## config.mk

```make
export PLATFORM = sky130hd
export DESIGN_NAME = result_drain
export DESIGN_NICKNAME = d
export VERILOG_FILES = /design/src/rtl/result_drain.sv
export SDC_FILE = /design/constraint.sdc
export NUM_CORES = 1
export LEC_CHECK = 0
export CAP_MARGIN = 20
export CORE_ASPECT_RATIO = 0.9
export CORE_MARGIN = 4
export CORE_UTILIZATION = 30
export DETAILED_ROUTE_END_ITERATION = 10
export GPL_ROUTABILITY_DRIVEN = 0
export PLACE_DENSITY = 0.57
export SYNTH_ARGS = -nofsm -noshare
export SYNTH_HDL_FRONTEND = slang
export SYNTH_SLANG_ARGS = --single-unit
```

## constraint.sdc

```tcl
create_clock -name clk -period 4.76 [get_ports clk]
set_input_delay 0.952 -clock clk [delete_from_list [all_inputs] [get_ports clk]]
set_output_delay 0.952 -clock clk [all_outputs]
set_load 0.005 [all_outputs]
```

## src/rtl/result_drain.sv

```systemverilog
// Drains the CPU result stack into framed bytes on a valid/ready link.
// A nonzero trap code produces one trap frame, after which the block halts until reset.
module result_drain #(
    parameter int unsigned BYTES = 8,
    parameter int unsigned CNT_W = 16
) (
    input  logic             clk,
    input  logic             reset,
    input  logic [63:0]      result,
    input  logic             result_empty,
    output logic             result_pop,
    input  logic [3:0]       trap,
    output logic [7:0]       byte_data,
    output logic             byte_valid,
    input  logic             byte_ready,
    output logic             halted,
    output logic [CNT_W-1:0] frame_count
);

    localparam int unsigned BCNT_W   = 3;
    localparam logic [7:0]  HDR_BYTE = 8'hA0 | 8'(BYTES);

    typedef enum logic [2:0] {
        S_IDLE,
        S_HDR,
        S_DATA,
        S_TRAP,
        S_HALT
    } state_e;

    state_e              state_q, state_d;
    logic [63:0]         shift_q, shift_d;
    logic [BCNT_W-1:0]   bcnt_q, bcnt_d;
    logic [3:0]          trap_q, trap_d;
    logic [CNT_W-1:0]    count_q, count_d;
    logic                valid_q, valid_d;
    logic [7:0]          data_q, data_d;
    logic                halted_q, halted_d;
    logic                pop_c;
    logic                xfer_c;

    assign xfer_c = valid_q & byte_ready;

    // State and registered outputs
    always_ff @(posedge clk or negedge reset) begin
        if (!reset) begin
            state_q  <= S_IDLE;
            shift_q  <= '0;
            bcnt_q   <= '0;
            trap_q   <= '0;
            count_q  <= '0;
            valid_q  <= 1'b0;
            data_q   <= 8'h00;
            halted_q <= 1'b0;
        end else begin
            state_q  <= state_d;
            shift_q  <= shift_d;
            bcnt_q   <= bcnt_d;
            trap_q   <= trap_d;
            count_q  <= count_d;
            valid_q  <= valid_d;
            data_q   <= data_d;
            halted_q <= halted_d;
        end
    end

    // Next state; stream outputs are derived from the next state so they are registered
    always_comb begin
        state_d  = state_q;
        shift_d  = shift_q;
        bcnt_d   = bcnt_q;
        trap_d   = trap_q;
        count_d  = count_q;
        pop_c    = 1'b0;
        valid_d  = 1'b0;
        data_d   = 8'h00;
        halted_d = 1'b0;

        case (state_q)
            S_IDLE: begin
                if (trap != 4'h0) begin
                    trap_d  = trap;
                    state_d = S_TRAP;
                end else if (!result_empty) begin
                    shift_d = result;
                    pop_c   = 1'b1;
                    state_d = S_HDR;
                end
            end
            S_HDR: begin
                if (xfer_c) begin
                    bcnt_d  = BCNT_W'(BYTES - 1);
                    state_d = S_DATA;
                end
            end
            S_DATA: begin
                if (xfer_c) begin
                    shift_d = {8'h00, shift_q[63:8]};
                    if (bcnt_q == '0) begin
                        count_d = count_q + CNT_W'(1);
                        state_d = S_IDLE;
                    end else begin
                        bcnt_d = bcnt_q - BCNT_W'(1);
                    end
                end
            end
            S_TRAP: begin
                if (xfer_c) begin
                    count_d = count_q + CNT_W'(1);
                    state_d = S_HALT;
                end
            end
            S_HALT: begin
                state_d = S_HALT;
            end
            default: begin
                state_d = S_IDLE;
            end
        endcase

        case (state_d)
            S_HDR: begin
                valid_d = 1'b1;
                data_d  = HDR_BYTE;
            end
            S_DATA: begin
                valid_d = 1'b1;
                data_d  = shift_d[7:0];
            end
            S_TRAP: begin
                valid_d = 1'b1;
                data_d  = 8'hF0 | {4'h0, trap_d};
            end
            S_HALT: begin
                halted_d = 1'b1;
            end
            default: begin
                valid_d = 1'b0;
            end
        endcase
    end

    // The CPU drops its top entry on the same edge, so the pop is a same-cycle strobe
    assign result_pop  = pop_c & reset;
    assign byte_valid  = valid_q;
    assign byte_data   = data_q;
    assign halted      = halted_q;
    assign frame_count = count_q;

endmodule

```

==> results.toml, run 1 <==
[outcome]
run_status = "finished, final reports clean"

[worst_setup_path]
critical_path.top_delay_family = "buffers and inverters"
cp_data_required_time_ps = 3810
crit_end_element = "output port"
critical_path_arrival_ps = 2930
ff2ff_setup_slack_ps = 2100
cp_slowest_cell = "sky130_fd_sc_hd__or4_4"
critPathBufInv = 2
launching_element_type_of_the_critical_path = "input port"
critical_path.most_common_cell = "sky130_fd_sc_hd__clkdlybuf4s50_1"
crit_path_max_fanout = 4
timing.setup.critical_path_class = "input port to output port"
biggest_cell_delay_along_the_critical_path_ps = 610
crit_path_cell_trace = "clkdlybuf4s50_1, or4_4, nor3_4, and2_1, clkdlybuf4s50_1"

[layout]
drive_gt1_frac = 0.06452
layout.nets = 566
seqCellArea_mm2 = 0.002502
fillCellCount = 1370
area_growth_syn_to_layout_pct = 33.14
insertedDiodeCount = 0
multiInputGateArea_mm2 = 0.001702

[global_routing]
grt_start_max_net_pins = 76
antenna_found_initial = 0
grt_pass1_wl_um = 17420
grt_overflow = 0
grt_util_all_layers = 0.1334
first_global_vias = 3318

[floorplan]
floorplan.initialDensity = 0.3086
floorplan.core_area_mm2 = 0.01411
placement_rows = 41
dieHeight_um = 122.3
die-width_um = 135.0
number_of_placed_i_o_pins = 99
floorplan.die_area_mm2 = 0.01650

[clock_tree]
h_tree_levels = 3
post-cts-setup-buffers = 0
cts.root.buffer_cell = "sky130_fd_sc_hd__clkbuf_16"
clock_tree.buffer_depth = 2
numCtsBuffers = 9
clkLatencyLatePin_ps = 340
tritoncts = "built"
cts.sinks = 100
post_cts.resized_instances = 0
cts_hold_buf = 0
clk_transition_reported_paths_ps = 70

[yosys]
yosys.cell_types.count = 40
synthesis.instances = 401
ys_top_cells_by_count = "sky130_fd_sc_hd__nand2_1 (113), sky130_fd_sc_hd__dfrtp_1 (100), sky130_fd_sc_hd__a22oi_1 (48)"
mappedNetlistArea_mm2 = 0.004353
yosys-top-cells-area = "sky130_fd_sc_hd__dfrtp_1 (57%), sky130_fd_sc_hd__nand2_1 (9.7%), sky130_fd_sc_hd__a22oi_1 (8.3%), sky130_fd_sc_hd__a22o_1 (3.2%), sky130_fd_sc_hd__xnor2_1 (2.6%)"
synth.yosys.seq_area_share = 0.5749
synth_edf_count = 0
synthesis.area_per_instance_um2 = 10.86
post-synth-top-area-fraction = 0.5749
synthesis.nets = 476
synth_area_leader_cell = "sky130_fd_sc_hd__dfrtp_1"
async_reset_ff_frac = 1.000
ys_dominant_reg_cell = "sky130_fd_sc_hd__dfrtp_1"
yosysWarnings = 0
flip_flop_and_latch_count_after_synthesis = 100
yosysMostFrequentCell = "sky130_fd_sc_hd__nand2_1"

[power_and_ir_drop]
power.ir.vdd_worst_mv = 0.1931
leakagePower_nw = 2.695
power-per-cell-area_mw_per_mm2 = 491.1

[timing]
fin_ws_ps = 878.6
grt_setup_unrepaired = "false"
timing_hold_violations_final = 0
finalWorstPathRequiredPeriod_ps = 3881
tightestPinTransition_ps = 911.5
period_share = 0.8154
report.final.setup_viol = 0
fmax_mhz = 257.6
worst_clock_skew_ps = 6.774
timing_max_transition_violations_final = 0
slew-limit-headroom = 0.3923
setup_total_negative_slack_ps = 0

[drt]
drt_pass1_iterations = 5
drt-initial-drc-count = 314
route.final.wire_length_um = 10740
drt-wirelength-per-cell_um = 15.59
route.vias.total = 3278
drc = 0
routed_via_density = 4.758
antenna_violating_nets_left = 0

[place]
dp_worst_setup_slack_ps = 873.2
numPortBuffers = 98
hpwl_um = 7278

[run]
drv.max_cap_violation_count = 0

[hold_path]
min-delay-path-class = "register to register"
power breakdown:
group	internal, mW	total (mW)	switching, mW	leakage (nW)
registers	1.09	1.25	0.157	1.34
clock network	0.459	0.775	0.316	0.159
logic	0.378	0.825	0.447	1.20
total	1.93	2.85	0.920	2.69
final cells by class:
class,count,share of cell area
clock inverter,7,0.01533
tap,193,0.04167
clock buffer,9,0.03886
timing repair buffer,102,0.1762
inverter,4,0.002591
multi-input combinational,274,0.2936
sequential,100,0.4318
routing by layer:
| metal | global-route usage | wire, µm | part of all wire |
|---|---|---|---|
| met5 | 0 | 0 | 0 |
| met3 | 0.04959 | 808 | 0.075 |
| met1 | 0.1827 | 5021 | 0.47 |
| met2 | 0.2006 | 4776 | 0.44 |
| met4 | 0.03589 | 134 | 0.012 |
worst register-to-register path, cell delays in order, from the launching register on:
cell and delay, ps:
sky130_fd_sc_hd__dfrtp_1 650, sky130_fd_sc_hd__nor3b_4 730, sky130_fd_sc_hd__and2_2 890, sky130_fd_sc_hd__a22oi_1 220, sky130_fd_sc_hd__nand2_1 110
placed cells by master (no fill, tap or decap), types with 2 or more instances in the layout:
cell                              instances
sky130_fd_sc_hd__inv_1                    4
sky130_fd_sc_hd__xnor2_1                 13
sky130_fd_sc_hd__clkbuf_16                9
sky130_fd_sc_hd__ha_1                     3
sky130_fd_sc_hd__a211oi_2                 2
sky130_fd_sc_hd__nor2_1                   3
sky130_fd_sc_hd__nand4_1                  5
sky130_fd_sc_hd__dfrtp_1                100
sky130_fd_sc_hd__nand3_1                  6
sky130_fd_sc_hd__clkinv_2                 4
sky130_fd_sc_hd__buf_4                    4
sky130_fd_sc_hd__a221o_1                  8
sky130_fd_sc_hd__a21oi_1                  8
sky130_fd_sc_hd__nand2_1                113
sky130_fd_sc_hd__xor2_1                   3
sky130_fd_sc_hd__or3_1                    2
sky130_fd_sc_hd__nor3_4                   2
sky130_fd_sc_hd__o21ai_0                  5
sky130_fd_sc_hd__nor3_1                   3
sky130_fd_sc_hd__clkdlybuf4s50_1         97
sky130_fd_sc_hd__a22oi_1                 48
sky130_fd_sc_hd__a22o_1                  16
sky130_fd_sc_hd__and2_1                   2
sky130_fd_sc_hd__and3_1                  10
sky130_fd_sc_hd__bufinv_16                2
sky130_fd_sc_hd__a21o_1                   5
sky130_fd_sc_hd__nand2b_1                 2
logic make-up after synthesis:
group | count (synthesis) | synth area share
simple gates | 156 | 0.1684
xor+xnor | 16 | 0.03219
buf+inv | 27 | 0.03593
flops | 100 | 0.5749
fa+ha+maj | 3 | 0.008624
compound gates | 98 | 0.1774
mux | 1 | 0.002587
final timing paths:
path,endpoint,cells after the start,startpoint
setup / recovery,result_pop,5,trap[0]
hold / removal,bcnt_q[0]$_DFFE_PN0P_,1,bcnt_q[0]$_DFFE_PN0P_
setup reg to reg,shift_q[32]$_DFFE_PN0P_,4,state_q[1]$_DFF_PN0_
hold reg to reg,bcnt_q[0]$_DFFE_PN0P_,1,bcnt_q[0]$_DFFE_PN0P_
max in group asynchronous,frame_count[15]$_DFFE_PN0P_,3,reset
min in group asynchronous,shift_q[17]$_DFFE_PN0P_,1,reset
flip-flops by register name, summed over array words and instances (netlist names):
name         count
byte_data        8
bcnt_q           3
frame_count     16
byte_valid       1
state_q          3
shift_q         64
trap_q           4
halted           1
metrics by stage:
step / instance area [µm²] / utilization / power (mW) / instances / hold slack [ps]
3_5_place_dp: 5461 / 0.3871 / 2.095 / 672 / 456.8
3_3_place_gp: 5461 / 0.3871 / 2.066 / 672 / 457.2
2_1_floorplan: 4353 / - / 1.778 / 401 / 437.7
4_1_cts: 5776 / 0.4094 / 2.885 / 688 / 470.5
6_report: 5796 / 0.4108 / 2.846 / 689 / 467.5
5_1_grt: 5796 / 0.4108 / 3.039 / 689 / 498.9
No activity file was read; power rests on OpenSTA's default activity.
==> run 2: changes to the inputs <==
clock period = 4 ns   (was 4.76 ns; I/O delays follow)
==> run 2 against run 1 <==
  * Flip-flop and latch count is the same
  * Via count up 2.3%
  * Clock skew barely moved
  * Clock power rose by 22%
  * Final cell count up 0.29%
  * First-iteration DRC count shrank 8.0%
  * Sequential share of layout area fell by 0.16 points
  * Utilization increased by 0.15 points
  * Combinational power rose by 21%
  * Critical path type unchanged
  * Critical endpoint unchanged
  * Largest power group unchanged
==> results.toml, run 2 (synthesis results as in run 1) <==
[global_routing]
grt_util_all_layers = 0.1330
grt_overflow = 0
grt_pass1_wl_um = 17430
antenna_found_initial = 0
first_global_vias = 3427
grt_start_max_net_pins = 76

[clock_tree]
clkLatencyLatePin_ps = 340
numCtsBuffers = 9
cts.root.buffer_cell = "sky130_fd_sc_hd__clkbuf_16"
post-cts-setup-buffers = 0
clk_transition_reported_paths_ps = 70
tritoncts = "built"
h_tree_levels = 3
cts_hold_buf = 0
cts.sinks = 100
post_cts.resized_instances = 0
clock_tree.buffer_depth = 2

[timing]
tightestPinTransition_ps = 969.8
timing_hold_violations_final = 0
grt_setup_unrepaired = "false"
timing_max_transition_violations_final = 0
finalWorstPathRequiredPeriod_ps = 3612
fmax_mhz = 276.9
slew-limit-headroom = 0.3535
setup_total_negative_slack_ps = 0
report.final.setup_viol = 0
hold_slack_ps = 350.7
worst_clock_skew_ps = 6.485
period_share = 0.9029

[worst_setup_path]
cp_slowest_cell = "sky130_fd_sc_hd__or4_4"
reg2regPathDepth = 5
worst_reg2reg_path_startpoint = "state_q[1]$_DFF_PN0_"
critPathBufInv = 2
biggest_cell_delay_along_the_critical_path_ps = 610
crit_end_element = "output port"
critical_path_arrival_ps = 2810
critical_path.top_delay_family = "simple AND/OR/NAND/NOR gates"
cp_data_required_time_ps = 3200
critical_path.most_common_cell = "sky130_fd_sc_hd__clkdlybuf4s50_1"
timing.setup.critical_path_class = "input port to output port"
cp.depth = 5
worstSetupStartpoint = "trap[0]"
crit_path_cell_trace = "clkdlybuf4s50_1, or4_4, nor3_4, and2_1, clkdlybuf4s50_1"
crit_path_max_fanout = 4
launching_element_type_of_the_critical_path = "input port"

[floorplan]
floorplan.core_area_mm2 = 0.01411
placement_rows = 41
number_of_placed_i_o_pins = 99
floorplan.initialDensity = 0.3086
floorplan.die_area_mm2 = 0.01650
die-width_um = 135.0
dieHeight_um = 122.3

[drt]
route.vias.total = 3353
drt-initial-drc-count = 289
route.final.wire_length_um = 10660
drc = 0
drt_pass1_iterations = 4
drt-wirelength-per-cell_um = 15.43
routed_via_density = 4.852
antenna_violating_nets_left = 0

[layout]
layout.nets = 568
most-common-layout-cells = "sky130_fd_sc_hd__nand2_1 (113), sky130_fd_sc_hd__dfrtp_1 (100), sky130_fd_sc_hd__clkdlybuf4s50_1 (97)"
top_register = "shift_q"
mostFrequentLayoutCell = "sky130_fd_sc_hd__nand2_1"
area_growth_syn_to_layout_pct = 33.63
drive_gt1_frac = 0.06827
number_of_flip_flops_under_the_largest_register_name = 64
fillCellCount = 1368
insertedDiodeCount = 0

[place]
numPortBuffers = 98
hpwl_um = 7334

[power_and_ir_drop]
power-per-cell-area_mw_per_mm2 = 589.4
power.ir.vdd_worst_mv = 0.2167
leakagePower_nw = 2.701

[run]
drv.max_cap_violation_count = 0

[hold_path]
min-delay-path-class = "input port to asynchronous set/reset pin"

[outcome]
run_status = "finished, final reports clean"
-- run 2: metrics by stage --
stage / total power, mW / utilization / instance area [µm²] / setup slack [ps] / cells
4_1_cts: 3.482 / 0.4123 / 5817 / 342.7 / 691
2_1_floorplan: 2.115 / - / 4353 / 1221 / 401
3_5_place_dp: 2.510 / 0.3887 / 5484 / 366.5 / 675
6_report: 3.429 / 0.4123 / 5817 / 388.2 / 691
3_3_place_gp: 2.483 / 0.3887 / 5484 / 374.4 / 675
5_1_grt: 3.663 / 0.4123 / 5817 / 282.1 / 691
-- run 2: worst paths after layout --
path / end / slack [ps]
setup / recovery: result_pop / 390
hold / removal: shift_q[8]$_DFFE_PN0P_ / 350
setup reg to reg: shift_q[62]$_DFFE_PN0P_ / 1660
hold reg to reg: shift_q[14]$_DFFE_PN0P_ / 470
max in group asynchronous: state_q[1]$_DFF_PN0_ / 2350
min in group clk: shift_q[14]$_DFFE_PN0P_ / 470
-- run 2: area by class of cell --
cell class | instances | area (µm²) | share of cell area
clock buffer | 10 | 239.0 | 0.04108
clock inverter | 6 | 93.84 | 0.01613
timing repair buffer | 104 | 1023 | 0.1760
tap | 193 | 241.5 | 0.04151
multi-input combinational | 274 | 1702 | 0.2925
inverter | 4 | 15.01 | 0.002581
sequential | 100 | 2502 | 0.4302
-- run 2: layer usage --
layer	routed length [µm]	GRT usage	up-vias
met5	0	0	-
met1	4965	0.1762	1632
met3	749	0.05451	9
met2	4866	0.2056	92
met4	80	0.03086	0
li1	-	-	1620
-- run 2: power by group --
part | leakage [nW] | total [mW] | switching [mW] | internal [mW]
combinational | 1.20 | 0.996 | 0.531 | 0.465
clock | 0.160 | 0.949 | 0.378 | 0.570
sequential | 1.34 | 1.48 | 0.188 | 1.30
-- run 2: worst reg2reg max path: stages, from the launching register on --
cell	delay, ps
sky130_fd_sc_hd__dfrtp_1	560
sky130_fd_sc_hd__nor3b_4	250
sky130_fd_sc_hd__buf_4	220
sky130_fd_sc_hd__a32oi_4	460
sky130_fd_sc_hd__buf_4	550
sky130_fd_sc_hd__a22o_1	240
